## src/rtl/fx68k_div_seq_pkg.sv

```systemverilog
// +--------------------------------------------------------------------------+
// | fx68kPkg: CCR bit indices and divider sequencer state encoding.          |
// | Rev 1.0                                                                  |
// +--------------------------------------------------------------------------+
`default_nettype none

package fx68kPkg;

  localparam int unsigned CF = 0;
  localparam int unsigned VF = 1;
  localparam int unsigned ZF = 2;
  localparam int unsigned NF = 3;
  localparam int unsigned XF = 4;

  typedef enum logic [2:0] {
    IDLE = 3'd0,
    PREP = 3'd1,
    STEP = 3'd2,
    FIX  = 3'd3,
    DONE = 3'd4
  } divSeqState;

endpackage

`default_nettype wire

```

## src/rtl/fx68k_div_seq_step.sv

```systemverilog
// +--------------------------------------------------------------------------+
// | fx68kDivStep: one restoring shift/compare/subtract divide step.          |
// | Rev 1.0                                                                  |
// +--------------------------------------------------------------------------+
`default_nettype none

module fx68kDivStep (
  input  logic [16:0] rem_i,
  input  logic [15:0] quo_i,
  input  logic [15:0] divisor_i,
  output logic [16:0] rem_o,
  output logic [15:0] quo_o,
  output logic        qBit_o
);

  logic [16:0] w_shRem;
  logic [16:0] w_diff;

  assign w_shRem = {rem_i[15:0], quo_i[15]};
  assign w_diff  = w_shRem - {1'b0, divisor_i};
  // rem_i[16] set means the shifted value exceeds any 16-bit divisor.
  assign qBit_o  = rem_i[16] | (w_shRem >= {1'b0, divisor_i});
  assign rem_o   = qBit_o ? w_diff : w_shRem;
  // Shifted quotient with an empty LSB; the caller merges qBit_o.
  assign quo_o   = {quo_i[14:0], 1'b0};

endmodule

`default_nettype wire

```

## src/rtl/fx68k_div_seq.sv

```systemverilog
// +--------------------------------------------------------------------------+
// | fx68k_div_seq: iterative 32/16 DIVU/DIVS sequencer gated by enT3.         |
// | Rev 1.0                                                                  |
// +--------------------------------------------------------------------------+
`default_nettype none

module fx68k_div_seq
  import fx68kPkg::*;
#(
  parameter int unsigned STEPS = 16
) (
  input  logic        clk,
  input  logic        pwrUp_n,
  input  logic        enT3,
  input  logic        start,
  input  logic        isSigned,
  input  logic [31:0] dividend,
  input  logic [15:0] divisor,
  input  logic        xIn,
  output logic        busy,
  output logic        done,
  output logic        divZero,
  output logic [15:0] quotient,
  output logic [15:0] remainder,
  output logic [4:0]  ccrOut,
  output logic        ccrWe
);

  divSeqState  state_q, state_d;
  logic [3:0]  cnt_q, cnt_d;
  logic [16:0] rem_q, rem_d;
  logic [15:0] quo_q, quo_d;
  logic [15:0] divMag_q, divMag_d;
  logic [31:0] dividend_q, dividend_d;
  logic [15:0] divisor_q, divisor_d;
  logic        isSigned_q, isSigned_d;
  logic        dz_q, dz_d;
  logic        ovf_q, ovf_d;
  logic        busy_q, busy_d;
  logic        done_q, done_d;
  logic        divZero_q, divZero_d;
  logic [15:0] quotient_q, quotient_d;
  logic [15:0] remainder_q, remainder_d;
  logic [4:0]  ccr_q, ccr_d;
  logic        ccrWe_q, ccrWe_d;

  logic [31:0] w_magDvd;
  logic [15:0] w_magDvs;
  logic        w_dz;
  logic        w_ovf;
  logic        w_negQ;
  logic        w_negR;
  logic [15:0] w_qRes;
  logic [15:0] w_rRes;
  logic        w_sOvf;
  logic [16:0] w_stepRem;
  logic [15:0] w_stepQuo;
  logic        w_stepBit;

  fx68kDivStep u_step (
    .rem_i     (rem_q),
    .quo_i     (quo_q),
    .divisor_i (divMag_q),
    .rem_o     (w_stepRem),
    .quo_o     (w_stepQuo),
    .qBit_o    (w_stepBit)
  );

  assign w_magDvd = (isSigned_q && dividend_q[31]) ? (32'd0 - dividend_q) : dividend_q;
  assign w_magDvs = (isSigned_q && divisor_q[15])  ? (16'd0 - divisor_q)  : divisor_q;
  assign w_dz     = (divisor_q == 16'd0);
  assign w_ovf    = !w_dz && (w_magDvd[31:16] >= w_magDvs);

  assign w_negQ   = isSigned_q && (dividend_q[31] ^ divisor_q[15]);
  assign w_negR   = isSigned_q && dividend_q[31];
  assign w_qRes   = w_negQ ? (16'd0 - quo_q) : quo_q;
  assign w_rRes   = w_negR ? (16'd0 - rem_q[15:0]) : rem_q[15:0];
  assign w_sOvf   = isSigned_q && (w_negQ ? (quo_q > 16'h8000) : (quo_q > 16'h7FFF));

  always_ff @(posedge clk or negedge pwrUp_n) begin
    if (!pwrUp_n) begin
      state_q     <= IDLE;
      cnt_q       <= 4'd0;
      rem_q       <= 17'd0;
      quo_q       <= 16'd0;
      divMag_q    <= 16'd0;
      dividend_q  <= 32'd0;
      divisor_q   <= 16'd0;
      isSigned_q  <= 1'b0;
      dz_q        <= 1'b0;
      ovf_q       <= 1'b0;
      busy_q      <= 1'b0;
      done_q      <= 1'b0;
      divZero_q   <= 1'b0;
      quotient_q  <= 16'd0;
      remainder_q <= 16'd0;
      ccr_q       <= 5'd0;
      ccrWe_q     <= 1'b0;
    end else begin
      state_q     <= state_d;
      cnt_q       <= cnt_d;
      rem_q       <= rem_d;
      quo_q       <= quo_d;
      divMag_q    <= divMag_d;
      dividend_q  <= dividend_d;
      divisor_q   <= divisor_d;
      isSigned_q  <= isSigned_d;
      dz_q        <= dz_d;
      ovf_q       <= ovf_d;
      busy_q      <= busy_d;
      done_q      <= done_d;
      divZero_q   <= divZero_d;
      quotient_q  <= quotient_d;
      remainder_q <= remainder_d;
      ccr_q       <= ccr_d;
      ccrWe_q     <= ccrWe_d;
    end
  end

  // Early exits still pass through FIX so results land one edge after PREP.
  always_comb begin
    state_d = state_q;
    if (enT3) begin
      case (state_q)
        IDLE, DONE: if (start) state_d = PREP;
        PREP:       state_d = (w_dz || w_ovf) ? FIX : STEP;
        STEP:       if (cnt_q == 4'd0) state_d = FIX;
        FIX:        state_d = DONE;
        default:    state_d = IDLE;
      endcase
    end
  end

  always_comb begin
    cnt_d       = cnt_q;
    rem_d       = rem_q;
    quo_d       = quo_q;
    divMag_d    = divMag_q;
    dividend_d  = dividend_q;
    divisor_d   = divisor_q;
    isSigned_d  = isSigned_q;
    dz_d        = dz_q;
    ovf_d       = ovf_q;
    divZero_d   = divZero_q;
    quotient_d  = quotient_q;
    remainder_d = remainder_q;
    ccr_d       = ccr_q;
    if (enT3) begin
      case (state_q)
        IDLE, DONE: begin
          if (start) begin
            dividend_d = dividend;
            divisor_d  = divisor;
            isSigned_d = isSigned;
            divZero_d  = 1'b0;
          end
        end
        PREP: begin
          dz_d     = w_dz;
          ovf_d    = w_ovf;
          divMag_d = w_magDvs;
          rem_d    = {1'b0, w_magDvd[31:16]};
          quo_d    = w_magDvd[15:0];
          cnt_d    = 4'(STEPS - 1);
        end
        STEP: begin
          rem_d = w_stepRem;
          quo_d = w_stepQuo | {15'd0, w_stepBit};
          cnt_d = cnt_q - 4'd1;
        end
        FIX: begin
          ccr_d     = 5'd0;
          ccr_d[XF] = xIn;
          if (dz_q) begin
            divZero_d   = 1'b1;
            quotient_d  = dividend_q[15:0];
            remainder_d = dividend_q[31:16];
          end else if (ovf_q || w_sOvf) begin
            ccr_d[VF]   = 1'b1;
            quotient_d  = dividend_q[15:0];
            remainder_d = dividend_q[31:16];
          end else begin
            ccr_d[NF]   = w_qRes[15];
            ccr_d[ZF]   = (w_qRes == 16'd0);
            quotient_d  = w_qRes;
            remainder_d = w_rRes;
          end
        end
        default: ;
      endcase
    end
    busy_d  = (state_d == PREP) || (state_d == STEP) || (state_d == FIX);
    done_d  = (state_d == DONE);
    ccrWe_d = done_d && !divZero_d;
  end

  assign busy      = busy_q;
  assign done      = done_q;
  assign divZero   = divZero_q;
  assign quotient  = quotient_q;
  assign remainder = remainder_q;
  assign ccrOut    = ccr_q;
  assign ccrWe     = ccrWe_q;

endmodule

`default_nettype wire

```

## config.mk

```make
export PLATFORM = sky130hd
export DESIGN_NAME = fx68k_div_seq
export DESIGN_NICKNAME = d
export VERILOG_FILES = /design/src/rtl/fx68k_div_seq_pkg.sv /design/src/rtl/fx68k_div_seq_step.sv /design/src/rtl/fx68k_div_seq.sv
export SDC_FILE = /design/constraint.sdc
export NUM_CORES = 1
export LEC_CHECK = 0
export CORE_MARGIN = 2
export CORE_UTILIZATION = 50
export DETAILED_ROUTE_END_ITERATION = 8
export DONT_BUFFER_PORTS = 1
export PLACE_DENSITY_LB_ADDON = 0.25
export SYNTH_ARGS = -nofsm -noshare
export SYNTH_HDL_FRONTEND = slang
export SYNTH_SLANG_ARGS = --single-unit
```

## constraint.sdc

```tcl
create_clock -name clk -period 4.5 [get_ports clk]
set_input_delay 0.225 -clock clk [delete_from_list [all_inputs] [get_ports clk]]
set_output_delay 0.225 -clock clk [all_outputs]
set_load 0.03 [all_outputs]
```

# [Yosys cells after proc, flatten, opt, wreduce, memory -nomap -nowiden]
# Index checks and enable logic that the tools add are counted.
[word_totals] out_inout_bits=41 word_cells=85 reg_bits=147 in_bits=54
[classes] n_eq_ne=8 n_mux=25 order_cmp=4 add_sub_neg=6 bitwise_logic=3 n_reduce_logical=22
[op_table] op="2-to-1 mux 16 bit" count=7
[op_table] op="subtractor 1 x 16 -> 16 bit (first input constant)" count=3
[op_table] op="case mux 17 bit (2 select lines)" count=1
[op_table] op="logical NOT 16 bit" count=2
[op_table] op="2-to-1 mux 32 bit" count=1
[op_table] op="case mux 16 bit (2 select lines)" count=1
[op_table] op="subtractor 1 x 32 -> 32 bit (first input constant)" count=1
[op_table] op=">= comparator 17 x 16 -> 1 bit" count=1
[op_table] op="2-to-1 mux 17 bit" count=1
[op_table] op="subtractor 17 x 16 -> 17 bit" count=1
[op_table] op=">= comparator 16 bit" count=1
[op_table] op="greater-than comparator 16 x 15 -> 1 bit (second input constant)" count=1
[op_table] op="greater-than comparator 16 bit (second input constant)" count=1
[op_table] op="bitwise OR 16 x 1 -> 16 bit" count=1
[op_table] op="== test 3 x 2 -> 1 bit (second input constant)" count=4
[op_table] op="2-to-1 mux 3 bit" count=4
[op_table] op="case mux 3 bit (4 select lines)" count=1
[op_table] op="case mux 4 bit (2 select lines)" count=1
[op_table] op="== test 3 x 1 -> 1 bit (second input constant)" count=2
[op_table] op="== test 3 bit (second input constant)" count=2
[op_table] op="logical AND 1 bit" count=6
[op_table] op="2-to-1 mux 1 bit" count=6
[op_table] op="AND reduction 2 bit" count=3
[op_table] op="logical NOT 4 bit" count=1
[op_table] op="other kinds (11)" count=15

# [Logic depth before layout (Yosys ltp)]
# Gate-level depths: netlist of the first run.
[depth] depth_word=11 ltp_mapped=15 mapped_depth_nobuf=14

# [Cells and area by module]
# A second synthesis of the first run with hierarchy kept.
[hier_totals] cells_unflattened=1207 hier_area_um2=9784.4
[by_module_without_submodules] module="fx68k_div_seq" seq_area_each_um2=3678.5 cells_each=1016 instances=1 area_per_inst_um2=8378.0
[by_module_without_submodules] module="fx68kDivStep" seq_area_each_um2=0.0 cells_each=191 instances=1 area_per_inst_um2=1406.3

# [Worst setup path after synthesis of the first run]
# OpenSTA, ideal clock, no wires.
[synth_path] path_type="register to register" from="register dividend_q[9]" to="register ovf_q" path_stages_with_launch=15 required_ps=4366 arrival_time_ps=3489 setup_ps=134 slack_ps=878 n_path_buf=2 cell_sequence="dfrtp_1 -> or4_4 -> or4_1 -> buf_2 -> or4_4 -> or2_1 -> buf_6 -> o31ai_4 -> xnor2_1 -> ha_1 -> o21a_1 -> o21ai_0 -> o21bai_1 -> a31oi_1 -> o31ai_1"
[synth_via] elab_chain_len=4
[synth_rtl] element="start, declared" line_no="fx68k_div_seq.sv:34" rtl="logic [31:0] dividend_q, dividend_d;"
[synth_rtl] element="start signal, assigned" line_no="fx68k_div_seq.sv:105" rtl="dividend_q <= dividend_d;"
[synth_rtl] element="subtractor 1 x 32 -> 32 bit" line_no="fx68k_div_seq.sv:69" rtl="assign w_magDvd = (isSigned_q && dividend_q[31]) ? (32'd0 - dividend_q) : dividend_q;"
[synth_rtl] element="2-to-1 mux 32 bit" line_no="fx68k_div_seq.sv:69"
[synth_rtl] element=">= comparator 16 bit" line_no="fx68k_div_seq.sv:72" rtl="assign w_ovf = !w_dz && (w_magDvd[31:16] >= w_magDvs);"
[synth_rtl] element="logical AND 1 bit" line_no="fx68k_div_seq.sv:72"
[synth_rtl] element="end signal, assigned" line_no="fx68k_div_seq.sv:109" rtl="ovf_q <= ovf_d;"
[synth_rtl] element="end, declared" line_no="fx68k_div_seq.sv:38" rtl="logic ovf_q, ovf_d;"
# No other way between the ends.
# A chain may end at the register's enable or synchronous reset.

# [Final worst setup path of the first run]
# Ends and elaborated chain as after synthesis.

==> out/results.ini, run 1 <==
[worst_setup_path]
critical-path-top-delay-family=simple AND/OR/NAND/NOR gates
max_stage_delay_ns=0.56
cp_cell_sequence=or4_4 > or4_1 > or4_4 > or2_1 > nand2_1 > xnor2_1 > ha_1 > nand2_1 > nor4_1 > nor4_1 > o21bai_1 > a31oi_1 > o31ai_1
worstSetupEndpointType=flop
cp_data_arrival_time_ns=4.30
r2r-end=ovf_q$_DFFE_PN0P_
slowest_stage=or4_4
cp.required_ns=4.83
r2r-start=dividend_q[9]$_DFFE_PN0P_
reg2regPathDepth=13
crit_fanout=7
crit_buf_inv=0
rrSetupSlack_ns=0.53
critical_path_class=flop to flop
cp-start-kind=flop

[yosys]
yosysTopAreaCell=dfrtp_1
netlist_area_um2=9130
netlist_top_cells_count=294 x nand2_1, 147 x dfrtp_1, 145 x o21ai_0
ys_warn_count=0
syn_nets=1232
synth-seq-cells=147
synth_ff_type=dfrtp_1
yosysSeqAreaShare_pct=40.3
syn_area_per_cell_um2=8.02
synth_most_common_cell=nand2_1
netlist.area_leader.share_pct=40.3
async_reset_ff_share_pct=100
synthCells=1139
synth_edf_count=0
synth_cell_type_count=64
synth_area_leaders=dfrtp_1 40%, nand2_1 12%, o21ai_0 7.9%, ha_1 5.2%, a21oi_1 4.0%

[worst_hold_path]
holdPathStages=3
min_from=enT3
holdPathEnd=done$_DFF_PN0_
hold_class=input port to flop

[clock_network]
cts_resized=0
postCtsSetupBuffers=0
numCtsBuffers=17
cts.root.buffer_cell=clkbuf_16
clk_pin_slew_ns=0.06
holdBufCountCts=54
tritoncts=done
cts_sinks=147
htree_num_levels=4
clk_path_buf_depth=2
clk_latency_ns=0.43

[sta]
slew_headroom_pct=32.6
finClkSkew_ns=0.0106
rsz0062_at_grt=no
layout_setup_ws_ns=0.534
hold_violations=0
min_period_over_period_pct=88.1
holdWs_ns=0.0664
post-route-min-period_ns=3.97
final-max-slew-violation-count=0
setup_viol=0
max_freq_mhz=252
fin_tns_setup_ns=0
worstMarginPinSlew_ns=1.01

[grt]
grt_first_pass_wirelength_um=41600
met2_usage_pct=41.0
track_usage_pct=27.1
grt_max_degree=148
globalRouteMet1Util_pct=39.0
antenna_found_initial=0
grt.busiest_layer=met2
grt_pass1_vias=7709
grt_overflow_total=0
grt_use_met3_pct=5.80

[placement]
dp_hpwl_um=18000
gp_congestion=0.893
dpl_worst_slack_ns=0.627
io_buffers=0
dpl-instance-area_um2=9250

[route]
drc=0
drt_iter0_markers=758
ant_nets=0
num_vias=8263
via_per_inst=5.92
avgRoutedWirePerCell_um=18.4
dr.pass1.iters=7
routed_wl_um=25700

[floorplanning]
fp.dieW_um=139
rows=49
boundaryPins=95
dieArea_um2=19400
fp.coreArea_um2=18000
die_h_um=139
start_util_pct=50.8

[final_layout]
num_antenna_cells=0
finalNetCount=1247
area_growth_pct=14.0
drive_above_1_share_pct=4.89
fin_area_um2=10400

[power_and_ir_drop]
p_leak_nw=4.65
p_per_area_nw_per_um2=874
peakVddDrop_mv=0.455

[flow_run]
max-cap-violations=0

[run_status]
status=completed

[worst max-delay path by stage]
| stage | to | depth (start not counted) | start | slack (ns) |
|---|---|---|---|---|
| floorplan | ovf_q$_DFFE_PN0P_ | 14 | dividend_q[9]$_DFFE_PN0P_ | 0.88 |
| global placement | ovf_q$_DFFE_PN0P_ | 12 | dividend_q[9]$_DFFE_PN0P_ | 0.70 |
| detailed placement | ovf_q$_DFFE_PN0P_ | 13 | dividend_q[9]$_DFFE_PN0P_ | 0.63 |
| CTS | ovf_q$_DFFE_PN0P_ | 13 | dividend_q[9]$_DFFE_PN0P_ | 0.58 |
| global route | ovf_q$_DFFE_PN0P_ | 13 | dividend_q[9]$_DFFE_PN0P_ | 0.28 |
| finish | ovf_q$_DFFE_PN0P_ | 13 | dividend_q[9]$_DFFE_PN0P_ | 0.53 |
[worst register-to-register path: cells and delay by family, from the launching register on]
| family | cells | cell delay [ns] |
|---|---|---|
| simple gates | 8 | 2.50 |
| compound gates | 3 | 0.54 |
| flops | 1 | 0.46 |
| fa+ha+maj | 1 | 0.29 |
| xor+xnor | 1 | 0.09 |
[final cells by class]
cell class,instances,area [um2]
multi-input cells,892,5090
inverters,32,120
fillers,1641,7550
well taps,229,287
clock buffers,19,443
repair buffers,64,633
clock inverters,12,155
flip-flops and latches,147,3680
[logic make-up after synthesis]
logic type	synth area share (%)
fa+ha+maj	5.43
compound gates	19.9
flops	40.3
other cells	0.0411
xor+xnor	7.58
simple gates	21.7
buf+inv	4.34
mux	0.767
[report_power, final]
part           internal, W  switching [W]  total [W]
Clock             0.000885       0.000585    0.00147
Sequential         0.00191        0.00117    0.00308
Combinational      0.00179        0.00276    0.00454
Total              0.00458        0.00452    0.00909
[registers in the layout (all words and copies together), names as in the netlist, 3 cells and up]
register    cells
dividend_q     32
rem_q          17
divMag_q       16
divisor_q      16
quo_q          16
quotient       16
remainder      16
ccrOut          4
cnt_q           4
state_q         3
[cells in the final DEF, fill, tap and decap left out, types with 4 or more instances in the layout]
| master | netlist | routed |
|---|---|---|
| xor2_1 | 41 | 41 |
| mux2i_1 | 7 | 7 |
| nor2_1 | 57 | 56 |
| or3_1 | 10 | 10 |
| nand4_1 | 5 | 5 |
| o41ai_1 | 8 | 8 |
| and2_1 | 6 | 6 |
| dfrtp_1 | 147 | 147 |
| o22ai_1 | 6 | 6 |
| a31oi_1 | 7 | 7 |
| nand2b_1 | 4 | 4 |
| o21a_1 | 5 | 5 |
| or4_1 | 6 | 6 |
| o21ai_0 | 145 | 145 |
| inv_1 | 31 | 31 |
| nand2_1 | 294 | 294 |
| nand3_1 | 11 | 9 |
| ha_1 | 38 | 38 |
| a211oi_1 | 6 | 6 |
| buf_4 | 2 | 10 |
| dlygate4sd3_1 | 0 | 53 |
| nor4_1 | 15 | 15 |
| xnor2_1 | 38 | 38 |
| o211ai_1 | 7 | 7 |
| nor2b_1 | 4 | 4 |
| a21o_1 | 8 | 8 |
| nand3b_1 | 5 | 5 |
| o31ai_1 | 12 | 11 |
| a22oi_1 | 5 | 5 |
| nor3_1 | 24 | 22 |
| a21oi_1 | 73 | 73 |
| clkbuf_16 | 0 | 17 |
[through the flow]
stage               power (W)  util, %  cells
global route          0.00985     58.0   1395
detailed placement    0.00746     51.5   1310
floorplan             0.00621        -   1139
finish                0.00909     58.0   1395
CTS                   0.00902     58.0   1395
global placement      0.00739     51.5   1310
[routing by layer]
metal	part of all wire [%]	vias to the layer above
met3	6.9	38
li1	-	3978
met2	44	330
met4	2.0	0
met5	0	-
met1	47	3917
Power figures use the tool's default switching activity.
==> run 2: changes to the inputs <==
--- a/config.mk
+++ b/config.mk
@@ -9,6 +9,7 @@
 export CORE_UTILIZATION = 50
 export DETAILED_ROUTE_END_ITERATION = 8
 export DONT_BUFFER_PORTS = 1
+export GPL_TIMING_DRIVEN = 0
 export PLACE_DENSITY_LB_ADDON = 0.25
 export SYNTH_ARGS = -nofsm -noshare
 export SYNTH_HDL_FRONTEND = slang
==> constraint.sdc (replaced) <==
create_clock -name clk -period 3.8 [get_ports clk]
set_input_delay 0.19 -clock clk [delete_from_list [all_inputs] [get_ports clk]]
set_output_delay 0.19 -clock clk [all_outputs]
set_load 0.03 [all_outputs]
==> run 2 against run 1 <==
  * The flow now finishes with violations (negative setup slack)
  * Design area rose by 3.8%
  * Hold slack lost 0.046 ns
  * Final cell count is 5.0% higher
  * Worst setup slack got worse by 0.60 ns
  * Power is 24% higher
  * Maximum frequency grew 2.7%
  * Utilization up 2.2 points
  * Via count is 6.0% higher
  * Count of clock-buffer cells in the layout rose by 1
  * Routed wire length rose by 9.8%
==> out/results.ini, run 2 (synthesized netlist as in run 1, its figures left out) <==
[run_status]
status=complete, but fails checks
violations=negative setup slack

[route]
routed_wl_um=28200
dr.pass1.iters=5
drt_iter0_markers=827
num_vias=8755
drc=0
avgRoutedWirePerCell_um=19.2
ant_nets=0
via_per_inst=5.98

[worst_setup_path]
crit_path_frequent_cell=or4_4
slowest_stage=or4_4
cp_cell_sequence=or4_4 > or4_4 > or4_4 > or2_1 > buf_6 > nand2_4 > xnor2_4 > ha_4 > nand2_4 > o21ai_0 > nor4_2 > o21bai_2 > a31oi_4 > o31ai_1
critical_path_class=flop to flop
worstSetupEndpointType=flop
cp-start-kind=flop
cp.required_ns=4.13
cp_data_arrival_time_ns=4.19
crit_fanout=6
max_stage_delay_ns=0.53
rrSetupSlack_ns=-0.06

[grt]
grt_first_pass_wirelength_um=44900
grt_max_degree=148
antenna_found_initial=0
grt_pass1_vias=8264
track_usage_pct=29.2
grt_overflow_total=0

[sta]
setup_viol=2
max_freq_mhz=259
layout_setup_ws_ns=-0.0613
slew_headroom_pct=9.85
hold_violations=0
worstMarginPinSlew_ns=1.34
final-max-slew-violation-count=0
min_period_over_period_pct=102
post-route-min-period_ns=3.86
holdWs_ns=0.0199
finClkSkew_ns=0.0111
rsz0062_at_grt=yes

[final_layout]
fin_area_um2=10800
num_antenna_cells=0
reg_top3=dividend_q (32), rem_q (17)
mostFrequentLayoutCells=290 x nand2_1, 143 x dfrtp_1, 142 x o21ai_0
regMostFlops=dividend_q
drive_above_1_share_pct=7.28
finalNetCount=1316
layout_commonest_cell=nand2_1
area_growth_pct=18.4
largest_reg_flops=32

[floorplanning]
rows=49
start_util_pct=50.8
fp.dieW_um=139
die_h_um=139
fp.coreArea_um2=18000
boundaryPins=95
dieArea_um2=19400

[power_and_ir_drop]
switching_share_pct=50.9
peakVddDrop_mv=0.510
p_int_w=0.00552
p_sw_w=0.00573
p_leak_nw=4.80
p_per_area_nw_per_um2=1040
combinationalPowerShare_pct=54.7
p_seq_share_pct=31.4
clkPwrFrac_pct=13.9

[clock_network]
clk_path_buf_depth=2
tritoncts=done
cts.root.buffer_cell=clkbuf_16
htree_num_levels=4
clk_pin_slew_ns=0.06
numCtsBuffers=17
cts_sinks=147
clk_latency_ns=0.44

[placement]
dpl-instance-area_um2=9430
io_buffers=0
gp_congestion=0.960
dp_hpwl_um=20200

[worst_hold_path]
hold_class=input port to flop

[flow_run]
max-cap-violations=0

==> run 2: what timing repair did <==
action / CTS / global route
buffers inserted: 8 / 4
resized for setup: 24 / 19
hold buffers: 53 / 0
endpoints found under the setup margin: 2 / 3
endpoints found under the hold margin: 198 / 0
pin swaps: 14 / 13
==> run 2: worst paths after layout <==
check | start | endpoint | cells after the start
setup / recovery | dividend_q[10]$_DFFE_PN0P_ | ovf_q$_DFFE_PN0P_ | 14
hold / removal | start | done$_DFF_PN0_ | 3
setup reg to reg | dividend_q[10]$_DFFE_PN0P_ | ovf_q$_DFFE_PN0P_ | 14
hold reg to reg | divMag_q[15]$_DFFE_PN0P_ | divMag_q[15]$_DFFE_PN0P_ | 2
max in group asynchronous | pwrUp_n | divMag_q[14]$_DFFE_PN0P_ | 2
min in group asynchronous | pwrUp_n | divisor_q[13]$_DFFE_PN0P_ | 2
==> run 2: critical path: cells and delay by family (launching register included) <==
family | cells | cell delay, ns
xor gates and xnor gates | 1 | 0.10
buffers and inverters | 1 | 0.14
DFF | 1 | 0.40
AOI/OAI and AO/OA | 4 | 0.86
and+or+nand+nor | 7 | 1.95
adders and majority gates | 1 | 0.31
==> run 2: final cells by class <==
cell class	count	area, um2
buffer	67	274
clock buffer	20	457
clock inverter	12	83.8
fill	1596	7150
inverter	32	120
multi-input combinational	892	5260
sequential	147	3680
tap	229	287
timing repair buffer	66	649
==> run 2: metrics by stage <==
step           std cells  setup TNS (ns)  setup WS [ns]  util [%]  power (W)
6_report            1465         -0.0613        -0.0613      60.2     0.0113
4_1_cts             1462          -0.402         -0.234      59.6     0.0109
5_1_grt             1465          -0.274         -0.157      60.2     0.0121
3_5_place_dp        1369          -0.860         -0.454      52.5    0.00896
2_1_floorplan       1139               0          0.178         -    0.00736
3_3_place_gp        1368          -0.843         -0.437      52.4    0.00883
==> run 2: routing by layer <==
layer  global-route usage, %  routed length [um]  vias up
met4                    11.9                 886        0
met5                       0                   0        -
li1                        -                   -     4124
met2                    43.1               12400      417
met1                    41.9               12700     4146
met3                    6.42                2260       68
==> run 2: power by group through the flow <==
stage	sequential, W	combinational [W]	clock (W)
floorplan	0.00318	0.00418	0
global placement	0.00349	0.00534	0
detailed placement	0.00351	0.00545	0
CTS	0.00348	0.00587	0.00158
global route	0.00361	0.00685	0.00165
finish	0.00353	0.00616	0.00156
